$ cat src/rtl/layer_readout_scheduler.sv
// -----------------------------------------------------------------------------
// layer_readout_scheduler
//
// Round-robin readout scheduler for the AstroPix layer rows. Synchronizes the
// active-low per-layer interrupts, grants one layer at a time to the shared
// readout engine, sequences that layer's hold line around the grant, guards the
// readout with a timeout, and produces the MEB-facing fee_hit / fee_busy lines.
//
// Ports:
//   sysclk            - single system clock
//   warm_resn         - asynchronous active-low reset
//   layer_interruptn  - per-layer interrupt, active low, asynchronous
//   layer_enable      - per-layer mask, 0 ignores the layer
//   meb_hold          - MEB full, blocks new grants while high
//   readout_done      - one-cycle pulse when the granted layer is drained
//   readout_start     - one-cycle grant pulse to the readout engine
//   readout_layer     - granted layer index, stable for the whole grant
//   layer_hold        - one-hot hold line to the granted layer
//   fee_hit           - active-low hit pulse to the MEB
//   fee_busy          - high while a grant is in progress or meb_hold is high
//   pending           - synchronized, masked request vector (status)
//   timeout_err       - one-cycle pulse when a readout times out
//   timeout_count     - saturating count of timeouts
// -----------------------------------------------------------------------------
module layer_readout_scheduler #(
  parameter int NUM_LAYERS     = 20,
  parameter int SYNC_STAGES    = 2,
  parameter int HOLD_SETUP     = 4,
  parameter int TIMEOUT_CYCLES = 65535,
  parameter int HIT_PULSE      = 8,
  localparam int LW            = $clog2(NUM_LAYERS)
) (
  input  logic                  sysclk,
  input  logic                  warm_resn,
  input  logic [NUM_LAYERS-1:0] layer_interruptn,
  input  logic [NUM_LAYERS-1:0] layer_enable,
  input  logic                  meb_hold,
  input  logic                  readout_done,
  output logic                  readout_start,
  output logic [LW-1:0]         readout_layer,
  output logic [NUM_LAYERS-1:0] layer_hold,
  output logic                  fee_hit,
  output logic                  fee_busy,
  output logic [NUM_LAYERS-1:0] pending,
  output logic                  timeout_err,
  output logic [15:0]           timeout_count
);

  localparam logic [2:0] ST_IDLE    = 3'd0;
  localparam logic [2:0] ST_SETUP   = 3'd1;
  localparam logic [2:0] ST_START   = 3'd2;
  localparam logic [2:0] ST_READ    = 3'd3;
  localparam logic [2:0] ST_RELEASE = 3'd4;

  localparam logic [15:0]   SETUP_LOAD   = 16'(HOLD_SETUP - 1);
  localparam logic [15:0]   TMO_LOAD     = 16'(TIMEOUT_CYCLES - 1);
  localparam logic [7:0]    HIT_LOAD     = 8'(HIT_PULSE);
  localparam logic [LW:0]   NUM_LAYERS_W = (LW+1)'(NUM_LAYERS);
  localparam logic [LW-1:0] LAST_IDX     = LW'(NUM_LAYERS - 1);

  logic [NUM_LAYERS-1:0] sync_r [SYNC_STAGES];
  logic [NUM_LAYERS-1:0] req_s;
  logic                  any_req_s;
  logic                  any_req_r;
  logic [7:0]            hit_cnt_r;
  logic [7:0]            hit_next_s;
  logic [2:0]            state_r;
  logic [15:0]           cnt_r;
  logic [LW-1:0]         rr_ptr_r;
  logic [LW-1:0]         win_idx_s;
  logic                  win_found_s;
  logic [LW:0]           cand_s;
  logic                  cand_hit_s;

  // Interrupt synchronizer chain; flops idle at 1 (interrupt inactive).
  always_ff @(posedge sysclk or negedge warm_resn) begin
    if (!warm_resn) begin
      for (int s = 0; s < SYNC_STAGES; s++) begin
        sync_r[s] <= {NUM_LAYERS{1'b1}};
      end
    end else begin
      sync_r[0] <= layer_interruptn;
      for (int s = 1; s < SYNC_STAGES; s++) begin
        sync_r[s] <= sync_r[s-1];
      end
    end
  end

  assign req_s     = ~sync_r[SYNC_STAGES-1] & layer_enable;
  assign any_req_s = |req_s;

  // Hit pulse counter: a rising edge of any request (re)loads the pulse width.
  always_comb begin
    hit_next_s = 8'd0;
    if (any_req_s && !any_req_r) begin
      hit_next_s = HIT_LOAD;
    end else if (hit_cnt_r != 8'd0) begin
      hit_next_s = hit_cnt_r - 8'd1;
    end else begin
      hit_next_s = 8'd0;
    end
  end

  // Registered request status and hit pulse output.
  always_ff @(posedge sysclk or negedge warm_resn) begin
    if (!warm_resn) begin
      pending   <= {NUM_LAYERS{1'b0}};
      any_req_r <= 1'b0;
      hit_cnt_r <= 8'd0;
      fee_hit   <= 1'b1;
    end else begin
      pending   <= req_s;
      any_req_r <= any_req_s;
      hit_cnt_r <= hit_next_s;
      fee_hit   <= (hit_next_s == 8'd0);
    end
  end

  // Round-robin search over the registered requests, starting at rr_ptr_r.
  always_comb begin
    win_found_s = 1'b0;
    win_idx_s   = {LW{1'b0}};
    cand_s      = {(LW+1){1'b0}};
    cand_hit_s  = 1'b0;
    for (int k = 0; k < NUM_LAYERS; k++) begin
      cand_s      = {1'b0, rr_ptr_r} + (LW+1)'(k);
      cand_s      = (cand_s >= NUM_LAYERS_W) ? (cand_s - NUM_LAYERS_W) : cand_s;
      cand_hit_s  = pending[cand_s[LW-1:0]] & ~win_found_s;
      win_idx_s   = cand_hit_s ? cand_s[LW-1:0] : win_idx_s;
      win_found_s = win_found_s | cand_hit_s;
    end
  end

  // Grant sequencer: hold setup, start pulse, timed readout, release.
  always_ff @(posedge sysclk or negedge warm_resn) begin
    if (!warm_resn) begin
      state_r       <= ST_IDLE;
      cnt_r         <= 16'd0;
      rr_ptr_r      <= {LW{1'b0}};
      readout_start <= 1'b0;
      readout_layer <= {LW{1'b0}};
      layer_hold    <= {NUM_LAYERS{1'b0}};
      timeout_err   <= 1'b0;
      timeout_count <= 16'd0;
    end else begin
      readout_start <= 1'b0;
      timeout_err   <= 1'b0;
      case (state_r)
        ST_IDLE: begin
          if (win_found_s && !meb_hold) begin
            readout_layer <= win_idx_s;
            layer_hold    <= {{(NUM_LAYERS-1){1'b0}}, 1'b1} << win_idx_s;
            cnt_r         <= SETUP_LOAD;
            state_r       <= ST_SETUP;
          end
        end
        ST_SETUP: begin
          // start is registered, so it is raised on the edge entering START
          if (cnt_r == 16'd0) begin
            readout_start <= 1'b1;
            state_r       <= ST_START;
          end else begin
            cnt_r <= cnt_r - 16'd1;
          end
        end
        ST_START: begin
          cnt_r   <= TMO_LOAD;
          state_r <= ST_READ;
        end
        ST_READ: begin
          // done wins over a timeout expiring in the same cycle; the final
          // wait cycle is cnt_r==1 so the error pulse lands TIMEOUT_CYCLES
          // cycles after readout_start.
          if (readout_done) begin
            state_r <= ST_RELEASE;
          end else if (cnt_r <= 16'd1) begin
            timeout_err <= 1'b1;
            if (timeout_count != 16'hFFFF) begin
              timeout_count <= timeout_count + 16'd1;
            end
            state_r <= ST_RELEASE;
          end else begin
            cnt_r <= cnt_r - 16'd1;
          end
        end
        ST_RELEASE: begin
          layer_hold <= {NUM_LAYERS{1'b0}};
          rr_ptr_r   <= (readout_layer == LAST_IDX) ? {LW{1'b0}}
                                                    : readout_layer + LW'(1);
          state_r    <= ST_IDLE;
        end
        default: begin
          layer_hold <= {NUM_LAYERS{1'b0}};
          state_r    <= ST_IDLE;
        end
      endcase
    end
  end

  // Busy indication to the MEB.
  always_ff @(posedge sysclk or negedge warm_resn) begin
    if (!warm_resn) begin
      fee_busy <= 1'b0;
    end else begin
      fee_busy <= (state_r != ST_IDLE) || meb_hold;
    end
  end

endmodule

$ cat config.mk
export PLATFORM = sky130hd
export DESIGN_NAME = layer_readout_scheduler
export DESIGN_NICKNAME = d
export VERILOG_FILES = /design/src/rtl/layer_readout_scheduler.sv
export SDC_FILE = /design/constraint.sdc
export NUM_CORES = 1
export LEC_CHECK = 0
export ABC_AREA = 1
export CAP_MARGIN = 20
export CORE_ASPECT_RATIO = 2
export CORE_MARGIN = 3
export CORE_UTILIZATION = 25
export DETAILED_ROUTE_END_ITERATION = 16
export HOLD_SLACK_MARGIN = 0.12
export PLACE_DENSITY_LB_ADDON = 0.2
export SLEW_MARGIN = 5
export SYNTH_ARGS = -nofsm -noshare
export SYNTH_HDL_FRONTEND = slang
export SYNTH_SLANG_ARGS = --single-unit
$ cat constraint.sdc
create_clock -name sysclk -period 4.1 [get_ports sysclk]
set_input_delay 0.615 -clock sysclk [delete_from_list [all_inputs] [get_ports sysclk]]
set_output_delay 0.615 -clock sysclk [all_outputs]
set_load 0.01 [all_outputs]
## After elaboration in Yosys (flattened, before gate mapping)

Index checks and enable logic that the tools add are counted.

- Shifts and indexed selects: 1
- Eq/ne operators: 12
- Reduce and logical (&&, ||, !) cells: 18
- Magnitude comparators: 41
- Add/subtract/negate cells: 43
- Muxes and demuxes: 100
- Bitwise gates (word level): 61

Operator list:

| operator | count |
|---|---|
| $mux W5 | 41 |
| $lt A5 B6 Y1 const B | 20 |
| $ge A6 B5 Y1 const B | 19 |
| $bmux W1 S5 | 20 |
| $sub A5 B5 Y5 const B | 20 |
| $mux W16 | 4 |
| $pmux W16 S4 | 1 |
| $add A5 B4 Y6 const B | 8 |
| $pmux W20 S2 | 1 |
| $mux W1 | 25 |
| $add A5 B3 Y6 const B | 4 |
| $add A5 B5 Y6 const B | 4 |
| $not A1 Y1 | 21 |
| $and A20 B20 Y20 | 1 |
| $mux W20 | 1 |
| $not A20 Y20 | 1 |
| $reduce_or A20 Y1 | 1 |
| $shl A1 B5 Y20 const A | 1 |
| $and A1 B1 Y1 | 19 |
| $or A1 B1 Y1 | 19 |
| $add A16 B1 Y16 const B | 1 |
| $le A16 B1 Y1 const B | 1 |
| $logic_not A16 Y1 | 1 |
| $mux W8 | 2 |
| other kinds (28) | 40 |

- Input bits: 44
- Register bits after elaboration: 138
- Word-level logic and storage cells: 291
- Output and inout bits: 65

## Logic depth before layout (Yosys ltp)

Gate-level depths: netlist of the first run.

- Depth after elaboration: 64
- Depth in mapped cells: 37
- Gate-level depth less buffers: 36

## Worst setup path after synthesis of the first run

No wires, ideal clock.

- Kind: flip-flop to flip-flop
- Start: register rr_ptr_r[1]
- End: register cnt_r[8]
- Stages on the path, launching flop included: 30
- Setup slack: -471 ps
- Setup time: 117 ps
- Data arrival time: 4,454 ps
- Data required time: 3,983 ps
- Clock period less this slack: 4,571 ps
- Path buffers: 3
- Cells stage by stage: dfrtp_1 -> clkinv_1 -> buf_2 -> ha_1 -> clkinv_1 -> ha_1 -> nand3_1 -> nand2_1 -> o21ai_1 -> inv_1 -> nand4_1 -> nand3_1 -> nor2_4 -> nand4_2 -> nor2_4 -> nand4_4 -> nor2_4 -> nand4_4 -> nor2_4 -> nand3_2 -> nor2_2 -> nand2_1 -> o21ai_1 -> nand2_1 -> nand2_2 -> buf_6 -> inv_4 -> buf_6 -> nand2_2 -> o21ai_2

- Word-level cells in the longest chain between the ends: 64
- Elaborated cells between the ends (all ways): 179
- Those cells by class: 39 x add/sub; 20 x order compare; 1 x eq/ne; 60 x mux; 57 x bitwise; 2 x reduce/logical

Ends and longest elaborated chain:

| item | RTL line | source |
|---|---|---|
| start: declaration | 69 | `logic [LW-1:0] rr_ptr_r;` |
| start signal: assignment | 139 | `rr_ptr_r <= {LW{1'b0}};` |
| start signal: assignment | 188 | `rr_ptr_r <= (readout_layer == LAST_IDX) ? {LW{1'b0}}` |
| $add A5 B1 Y6, or another cell as far along | 126 | `cand_s = {1'b0, rr_ptr_r} + (LW+1)'(k);` |
| $sub A5 B5 Y5, or another cell as far along | 127 | `cand_s = (cand_s >= NUM_LAYERS_W) ? (cand_s - NUM_LAYERS_W) : cand_s;` |
| $mux W5 / $bmux W1 S5 (equally long branches) | 127, 128 |  |
| $bmux W1 S5 / $mux W1 (equally long branches) | 128 | `cand_hit_s = pending[cand_s[LW-1:0]] & ~win_found_s;` |
| $mux W1 (not written as such) / $not A1 Y1 (equally long branches) | 128 |  |
| $and A1 B1 Y1 | 128 |  |
| $or A1 B1 Y1 | 130 | `win_found_s = win_found_s \| cand_hit_s;` |
| $not A1 Y1 | 128 |  |
| [48 not listed] | -- |  |
| $and A1 B1 Y1 | 128 |  |
| $or A1 B1 Y1 | 130 |  |
| $not A1 Y1 | 128 |  |
| $and A1 B1 Y1 | 128 |  |
| $or A1 B1 Y1 (*) | 130 |  |
| $logic_and A1 B1 Y1 (*) | 150 | `if (win_found_s && !meb_hold) begin` |
| $ne A2 B2 Y1 (no line) (*) | -- |  |
| $reduce_and A5 Y1 (no line) (*) | -- |  |
| end signal: assignment | 163 | `cnt_r <= cnt_r - 16'd1;` |
| end signal: assignment | 183 | `cnt_r <= cnt_r - 16'd1;` |
| end: declaration | 68 | `logic [15:0] cnt_r;` |

Every way passes the cells marked *; elsewhere a longest branch is shown, timed or not. The select of a mux whose other input is x is not followed.
A chain may end at the register's enable or synchronous reset.

## Worst setup path in the final report of the first run

- Start: register rr_ptr_r[0]
- End: register cnt_r[4]

Same word-level chain as after synthesis.

==> metrics, run 1 <==
run status finished, violations left; failing checks setup timing; crit path buf inv count 5; wire per inst 18.0 microns; critical path startpoint category register; ANT cells 0; root buffer cell clkbuf_16; Crit-path slowest cell dfrtp_1; DRC Markers 0; # fillers 4,403; CTS sink count 138; GRT Util Overall 20.4%; Max clock buf depth 2; Nets 2,055; worst slew pin tran 0.805 ns; starting density of the core 25.5%; core footprint 41,300 sq um; synthesized instance count 1,526; cts hold-fix bufs 0; CTS H-tree depth 4; row count 105; Die W 151 microns; Synth top cells by count nand2_1, inv_1, nor2_1; final worst slack -0.333 ns; commonest register cell after synthesis dfrtp_1; max_slew headroom 45.7%; GR Overflow Total 0; Fmax 226 MHz; share of cells above drive strength 1 31.0%; pin count of the biggest net entering global routing 79; Crit Path Class reg -> reg; pre-CTS setup slack -0.934 ns; synthesized area 10,500 sq um; post-synth net total 1,616; post-synth cell types 59; first-pass GRT wire length 67,900 microns; CTS tree yes; post-synth top area cell dfrtp_1; drt first-iter violations 525; share of the synthesized area in the top cell type 23.1%; Yosys warnings 0; worst skew pair latency 0.44 ns; total number of vias 11.7k; Setup Viol. Count Final 43; initial antenna violation count 0; RSZ-0062 raised after global routing true; arrival time at the worst endpoint 4.75 ns; CTS buffer count 17; Avg Inst Size Synth 6.89 sq um; final worst-path cycle share 108%; gpl congestion 1.03; CP peak stage delay 0.41 ns; required time of the critical path 4.42 ns; top area cells in the synthesized netlist dfrtp_1, nand2_1, dfstp_2; Clock transition at path regs 0.06 ns; clk_skew 0.0127 ns; #FFs+latches synth 138; Fin. Hold Viols 0; CP top delay family simple AND/OR/NAND/NOR gates; EDFF count, synth 0; count leader, synth nand2_1; final instance area 16,200 sq um; Routed WL 45,300 microns; synth-to-layout area growth 53.6%; multi-input logic area 6710 sq um; FFs w/ async S/R, synth 100%; Seq/Total Area, Yosys 33.3%; post-layout util 39.2%; drt first pass iters 5; Worst Setup End Kind register; Cell Area, Placed 14,500 sq um; Max Cap Viol 0; Tmin final 4.43 ns; # port buffers 108; worst hold path type in -> async; Final Slew Violations 0; Die Area 44,700 sq um; HPWL after detailed placement 37,300 microns; Routed Antenna Nets 0; routed vias/inst 4.66; FF+latch area 3510 sq um; vias in the first global route 12.3k; critical-path maximum fanout 14; io pins 109; Die Y 296 microns; hold slack final 0.207 ns
-- metal layers --
| layer | track usage [%] | wire length [microns] | share of wire [%] |
|---|---|---|---|
| met1 | 17.6 | 14400 | 32 |
| met4 | 17.8 | 4620 | 10 |
| met5 | 0 | 0 | 0 |
| met2 | 39.6 | 25000 | 55 |
| met3 | 2.39 | 1250 | 2.8 |
-- final timing paths --
check / startpoint / end / slack [ns] / cells past startpoint
setup / recovery: rr_ptr_r[0]$_DFFE_PN0N_ / cnt_r[4]$_DFFE_PN0P_ / -0.33 / 29
max in group asynchronous: warm_resn / sync_r[9]$_DFF_PN1_ / 2.85 / 2
min in group sysclk: sync_r[34]$_DFF_PN1_ / sync_r[14]$_DFF_PN1_ / 0.35 / 0
hold / removal: warm_resn / cnt_r[11]$_DFFE_PN0P_ / 0.21 / 1
hold reg to reg: sync_r[34]$_DFF_PN1_ / sync_r[14]$_DFF_PN1_ / 0.35 / 0
setup reg to reg: rr_ptr_r[0]$_DFFE_PN0N_ / cnt_r[4]$_DFFE_PN0P_ / -0.33 / 29
-- area by class of cell --
class / instances / area share [%]
clock buffers: 20 / 2.70
multi-input cells: 1142 / 41.5
well taps: 535 / 4.14
repair buffers: 444 / 23.5
clock inverters: 12 / 1.03
inverters: 222 / 5.40
flip-flops and latches: 138 / 21.7
-- state kept, by name (all words and copies together) (netlist names) --
| signal | flops |
|---|---|
| readout_start | 1 |
| state_r | 3 |
| any_req_r | 1 |
| timeout_count | 16 |
| timeout_err | 1 |
| pending | 20 |
| hit_cnt_r | 8 |
| fee_busy | 1 |
| cnt_r | 16 |
| sync_r | 40 |
| rr_ptr_r | 5 |
| readout_layer | 5 |
| layer_hold | 20 |
| fee_hit | 1 |
-- worst register-to-register path, delay by kind of cell, from the launching register on --
family,cells,cell delay [ns]
adder cells (fa/ha/maj),1,0.22
XOR/XNOR,2,0.38
flip-flops,1,0.41
buffers and inverters,5,0.63
AO/OA/AOI/OAI,5,0.68
AND/OR/NAND/NOR,16,1.98
-- timing repair --
action	CTS	global route
endpoints found under the setup margin	43	44
pin swaps	41	56
gates cloned	1	0
setup buffers	24	22
gates resized for setup	112	111
-- through the flow --
step                      setup TNS [ns]  std cells
after floorplan                   -0.601       1526
after global placement            -34.76       2438
after detailed placement          -33.36       2438
after CTS                         -12.24       2494
after global routing              -22.86       2513
final                             -12.30       2513
-- placed cells by master (no fill, tap or decap), types with 15 or more instances in the layout --
master	instances
nor2_1	147
nand2_2	47
a21oi_1	24
inv_1	196
o21ai_1	26
dfrtp_1	95
inv_2	15
o21ai_2	19
xor2_1	42
clkbuf_16	17
ha_1	31
o21ai_0	62
nand2_1	382
clkdlybuf4s50_1	107
nand2_4	15
buf_4	308
nor3_1	15
nand3_1	140
nand4_1	19
dfstp_2	41
buf_6	19
nor2_4	19
-- kinds of logic (layout without fill, tap and decap cells) --
kind of cell / count (synthesis) / count (layout) / synth area share, %
buffers and inverters: 246 / 698 / 9.46
adder cells (fa/ha/maj): 46 / 46 / 5.54
AND/OR/NAND/NOR: 847 / 847 / 35.4
multiplexers: 4 / 4 / 0.416
AO/OA/AOI/OAI: 186 / 186 / 10.8
XOR/XNOR: 59 / 59 / 5.09
flip-flops: 138 / 138 / 33.3
Power of run 1 is left out: the tool's default activity adds up to more than one toggle a clock period on the data nets, which glitch-free logic cannot reach.
==> run 2, diff against run 1 <==
- SKIP_LAST_GASP: not set -> 1
==> run 2 against run 1 <==
Against the previous run: the run still ends with setup timing left; sequential cell count unchanged; global-route usage about the same; final cell count decreased by 0.20%; critical path depth grew 1; cell area shrank 0.69%; worst hold slack worse by 0.0011 ns; register-to-register slack is essentially flat; routed wire length shrank 0.39%.
==> metrics, run 2 (synthesis results as in run 1) <==
io pins 109; Nets 2,050; gpl congestion 1.03; R2R Setup Slk -0.33 ns; Critical Path Start rr_ptr_r[1]$_DFFE_PN0N_; Clock transition at path regs 0.06 ns; DRC Markers 0; # fillers 4,407; CP most frequent cell nor2_4; max_slew headroom 46.3%; Routed Antenna Nets 0; drt first pass iters 5; first-pass GRT wire length 67,900 microns; R2R cell count 30; critical path startpoint category register; Die W 151 microns; pin count of the biggest net entering global routing 79; Final Slew Violations 0; total number of vias 11.8k; Max Cap Viol 0; drt first-iter violations 508; row count 105; ANT cells 0; commonest cells after routing, fill and taps aside nand2_1, buf_4, inv_1; Fin. Hold Viols 0; synth-to-layout area growth 52.6%; HPWL after detailed placement 37,300 microns; GR Overflow Total 0; # port buffers 108; initial antenna violation count 0; Max clock buf depth 2; worst hold path type in -> async; final worst-path cycle share 108%; R2R Path End cnt_r[4]$_DFFE_PN0P_; WP depth 30; share of cells above drive strength 1 30.6%; root buffer cell clkbuf_16; CTS tree yes; max reg flops 40; register with the most flip-flops sync_r; Tmin final 4.43 ns; CP top delay family simple AND/OR/NAND/NOR gates; Worst Setup End Kind register; Crit-path slowest cell dfrtp_2; failing checks setup timing; routed vias/inst 4.69; Routed WL 45,100 microns; cts hold-fix bufs 0; CP peak stage delay 0.44 ns; largest registers sync_r: 40 flops, layer_hold: 20 flops, pending: 20 flops; clk_skew 0.0138 ns; core footprint 41,300 sq um; Die Y 296 microns; worst skew pair latency 0.44 ns; starting density of the core 25.5%; run status finished, violations left; final worst slack -0.332 ns; required time of the critical path 4.42 ns; Fmax 226 MHz; CTS sink count 138; arrival time at the worst endpoint 4.75 ns; critical-path maximum fanout 14; hold slack final 0.206 ns; reg-to-reg critical path startpoint rr_ptr_r[1]$_DFFE_PN0N_; Setup Viol. Count Final 43; commonest non-fill, non-tap cell in the layout nand2_1; GRT Util Overall 20.4%; RSZ-0062 raised after global routing true; worst slew pin tran 0.802 ns; vias in the first global route 12.3k; wire per inst 18.0 microns; CTS buffer count 17; Crit Path Class reg -> reg; CTS H-tree depth 4; crit path buf inv count 9; Die Area 44,700 sq um
-- run 2: final cells by class --
type / count / area, sq um / share of cell area [%]
Clock inverter: 12 / 166 / 1.04
Multi-Input combinational cell: 1142 / 6660 / 41.5
Tap cell: 535 / 669 / 4.17
Clock buffer: 20 / 437 / 2.72
Sequential cell: 138 / 3510 / 21.9
Inverter: 222 / 872 / 5.44
Timing Repair Buffer: 439 / 3730 / 23.2
-- run 2: per-layer routing --
layer / up-vias / GRT usage, % / share of wire (%)
met3: 173 / 2.39 / 2.8
met4: 0 / 17.8 / 10
met5: - / 0 / 0
met1: 5480 / 17.6 / 32
met2: 334 / 39.7 / 55
li1: 5783 / - / -
-- run 2: how the worst max path moves through the flow --
stage / to
6_report: cnt_r[4]$_DFFE_PN0P_
2_1_floorplan: cnt_r[8]$_DFFE_PN0P_
5_1_grt: cnt_r[4]$_DFFE_PN0P_
3_5_place_dp: layer_hold[13]$_DFFE_PN0P_
3_3_place_gp: layer_hold[13]$_DFFE_PN0P_
4_1_cts: layer_hold[5]$_DFFE_PN0P_
-- run 2: stage by stage --
stage | worst slack, ns | utilization (%) | std cells | TNS, ns | cell area (sq um)
2_1_floorplan | -0.0999 | - | 1526 | -0.601 | 10600
6_report | -0.332 | 38.9 | 2508 | -11.62 | 16000
4_1_cts | -0.377 | 37.9 | 2494 | -12.26 | 15700
3_3_place_gp | -0.958 | 35.1 | 2438 | -34.76 | 14500
5_1_grt | -0.561 | 38.9 | 2508 | -21.58 | 16000
3_5_place_dp | -0.934 | 35.1 | 2438 | -33.36 | 14500
-- run 2: repair_timing --
action	in CTS	in global routing
setup buffers	24	17
pin swaps	41	49
endpoints found under the setup margin	43	44
resized for setup	110	98
cloned	1	0
Power of run 2 is left out for the same reason.
==> run 3, diff against run 2 <==
- CORE_UTILIZATION: 25 -> 27
- CTS_CLUSTER_SIZE: not set -> 10
==> run 3 against run 2 <==
Against the previous run: the flow still finishes with violations (setup timing); global-route usage rose by 0.40 points; non-clock buffer count up 1; fmax is 0.24% lower; critical endpoint unchanged; largest cell class unchanged.
==> metrics, run 3 (synthesis results as in run 1) <==
vias in the first global route 12.0k; CP top delay family simple AND/OR/NAND/NOR gates; arrival time at the worst endpoint 4.75 ns; Routed WL 43,500 microns; critical-path maximum fanout 7; pre-CTS setup slack -0.658 ns; final worst slack -0.343 ns; crit path buf inv count 4; Tmin final 4.44 ns; CP peak stage delay 0.45 ns; clk_skew 0.0178 ns; commonest non-fill, non-tap cell in the layout nand2_1; Fmax 225 MHz; required time of the critical path 4.41 ns; Max clock buf depth 2; Setup Viol. Count Final 43; Total Neg Setup Slack -12.41 ns; share of cells above drive strength 1 30.9%; first-pass GRT wire length 66,300 microns; Worst Setup End Kind register; drt first-iter violations 475; total number of vias 11.6k; pin count of the biggest net entering global routing 105; failing checks setup timing; CTS sink count 138; gpl congestion 0.988; max reg flops 40; routed vias/inst 4.65; worst hold path type reg -> reg; DRC Markers 0; largest registers sync_r: 40 flops, layer_hold: 20 flops, pending: 20 flops; worst skew pair latency 0.43 ns; initial antenna violation count 0; Crit Path Class reg -> reg; final worst-path cycle share 108%; # port buffers 108; synth-to-layout area growth 53.9%; hold slack final 0.344 ns; Max Cap Viol 0; GR Overflow Total 0; worst slew pin tran 0.761 ns; Final Slew Violations 0; Routed Antenna Nets 0; HPWL after detailed placement 35,800 microns; non-filler cells, final 2,490; Nets 2,052; register with the most flip-flops sync_r; CTS buffer count 17; run status finished, violations left; max_slew headroom 49.1%; Die W 146 microns; critical path startpoint category register; root buffer cell clkbuf_16; Fin. Hold Viols 0; ANT cells 0; RSZ-0062 raised after global routing true; commonest cells after routing, fill and taps aside nand2_1, buf_4, inv_1; CP most frequent cell nor2_4; io pins 109; CTS tree yes; row count 101; starting density of the core 27.6%; Clock transition at path regs 0.07 ns; drt first pass iters 5; placed insts 2,427; Die Y 285 microns; GRT Util Overall 20.8%; wire per inst 17.5 microns; core footprint 38,200 sq um; Crit-path slowest cell dfrtp_2; Die Area 41,500 sq um; CTS H-tree depth 4
## run 3: area by class of cell
type / count / area (sq um)
Fill cell: 4008 / 22000
Multi-Input combinational cell: 1142 / 6750
Timing Repair inverter: 1 / 11.3
Sequential cell: 138 / 3510
Clock inverter: 13 / 144
Clock buffer: 19 / 443
Timing Repair Buffer: 440 / 3810
Inverter: 222 / 877
Tap cell: 515 / 644
## run 3: metrics by stage
stage / util (%) / instance area (sq um)
floorplan: - / 10600
global placement: 38.2 / 14600
detailed placement: 38.2 / 14600
CTS: 41.2 / 15700
global route: 42.4 / 16200
finish: 42.4 / 16200
## run 3: path summary, 6_finish.rpt
kind,from,slack (ns),end,cells past startpoint
max,rr_ptr_r[2]$_DFFE_PN0N_,-0.34,cnt_r[4]$_DFFE_PN0P_,30
min,sync_r[39]$_DFF_PN1_,0.34,sync_r[19]$_DFF_PN1_,0
max reg2reg,rr_ptr_r[2]$_DFFE_PN0N_,-0.34,cnt_r[4]$_DFFE_PN0P_,30
min reg2reg,sync_r[39]$_DFF_PN1_,0.34,sync_r[19]$_DFF_PN1_,0
max in group asynchronous,warm_resn,2.54,timeout_count[9]$_DFFE_PN0P_,3
min in group asynchronous,warm_resn,0.65,cnt_r[13]$_DFFE_PN0P_,2
## run 3: metal layers
metal	routed length (microns)	track usage, %	vias up
met4	4080	16.7	0
li1	-	-	5759
met1	13700	17.8	5365
met3	1360	2.66	143
met5	0	0	-
met2	24400	41.6	315
## run 3: timing repair
action / CTS / global route
hold buffers: 1 / 0
endpoints found under the setup margin: 43 / 44
cloned: 1 / 0
setup buffers: 20 / 9
endpoints found under the hold margin: 34 / 0
resized for setup: 119 / 99
pin swaps: 43 / 44
Power of run 3 is left out for the same reason.
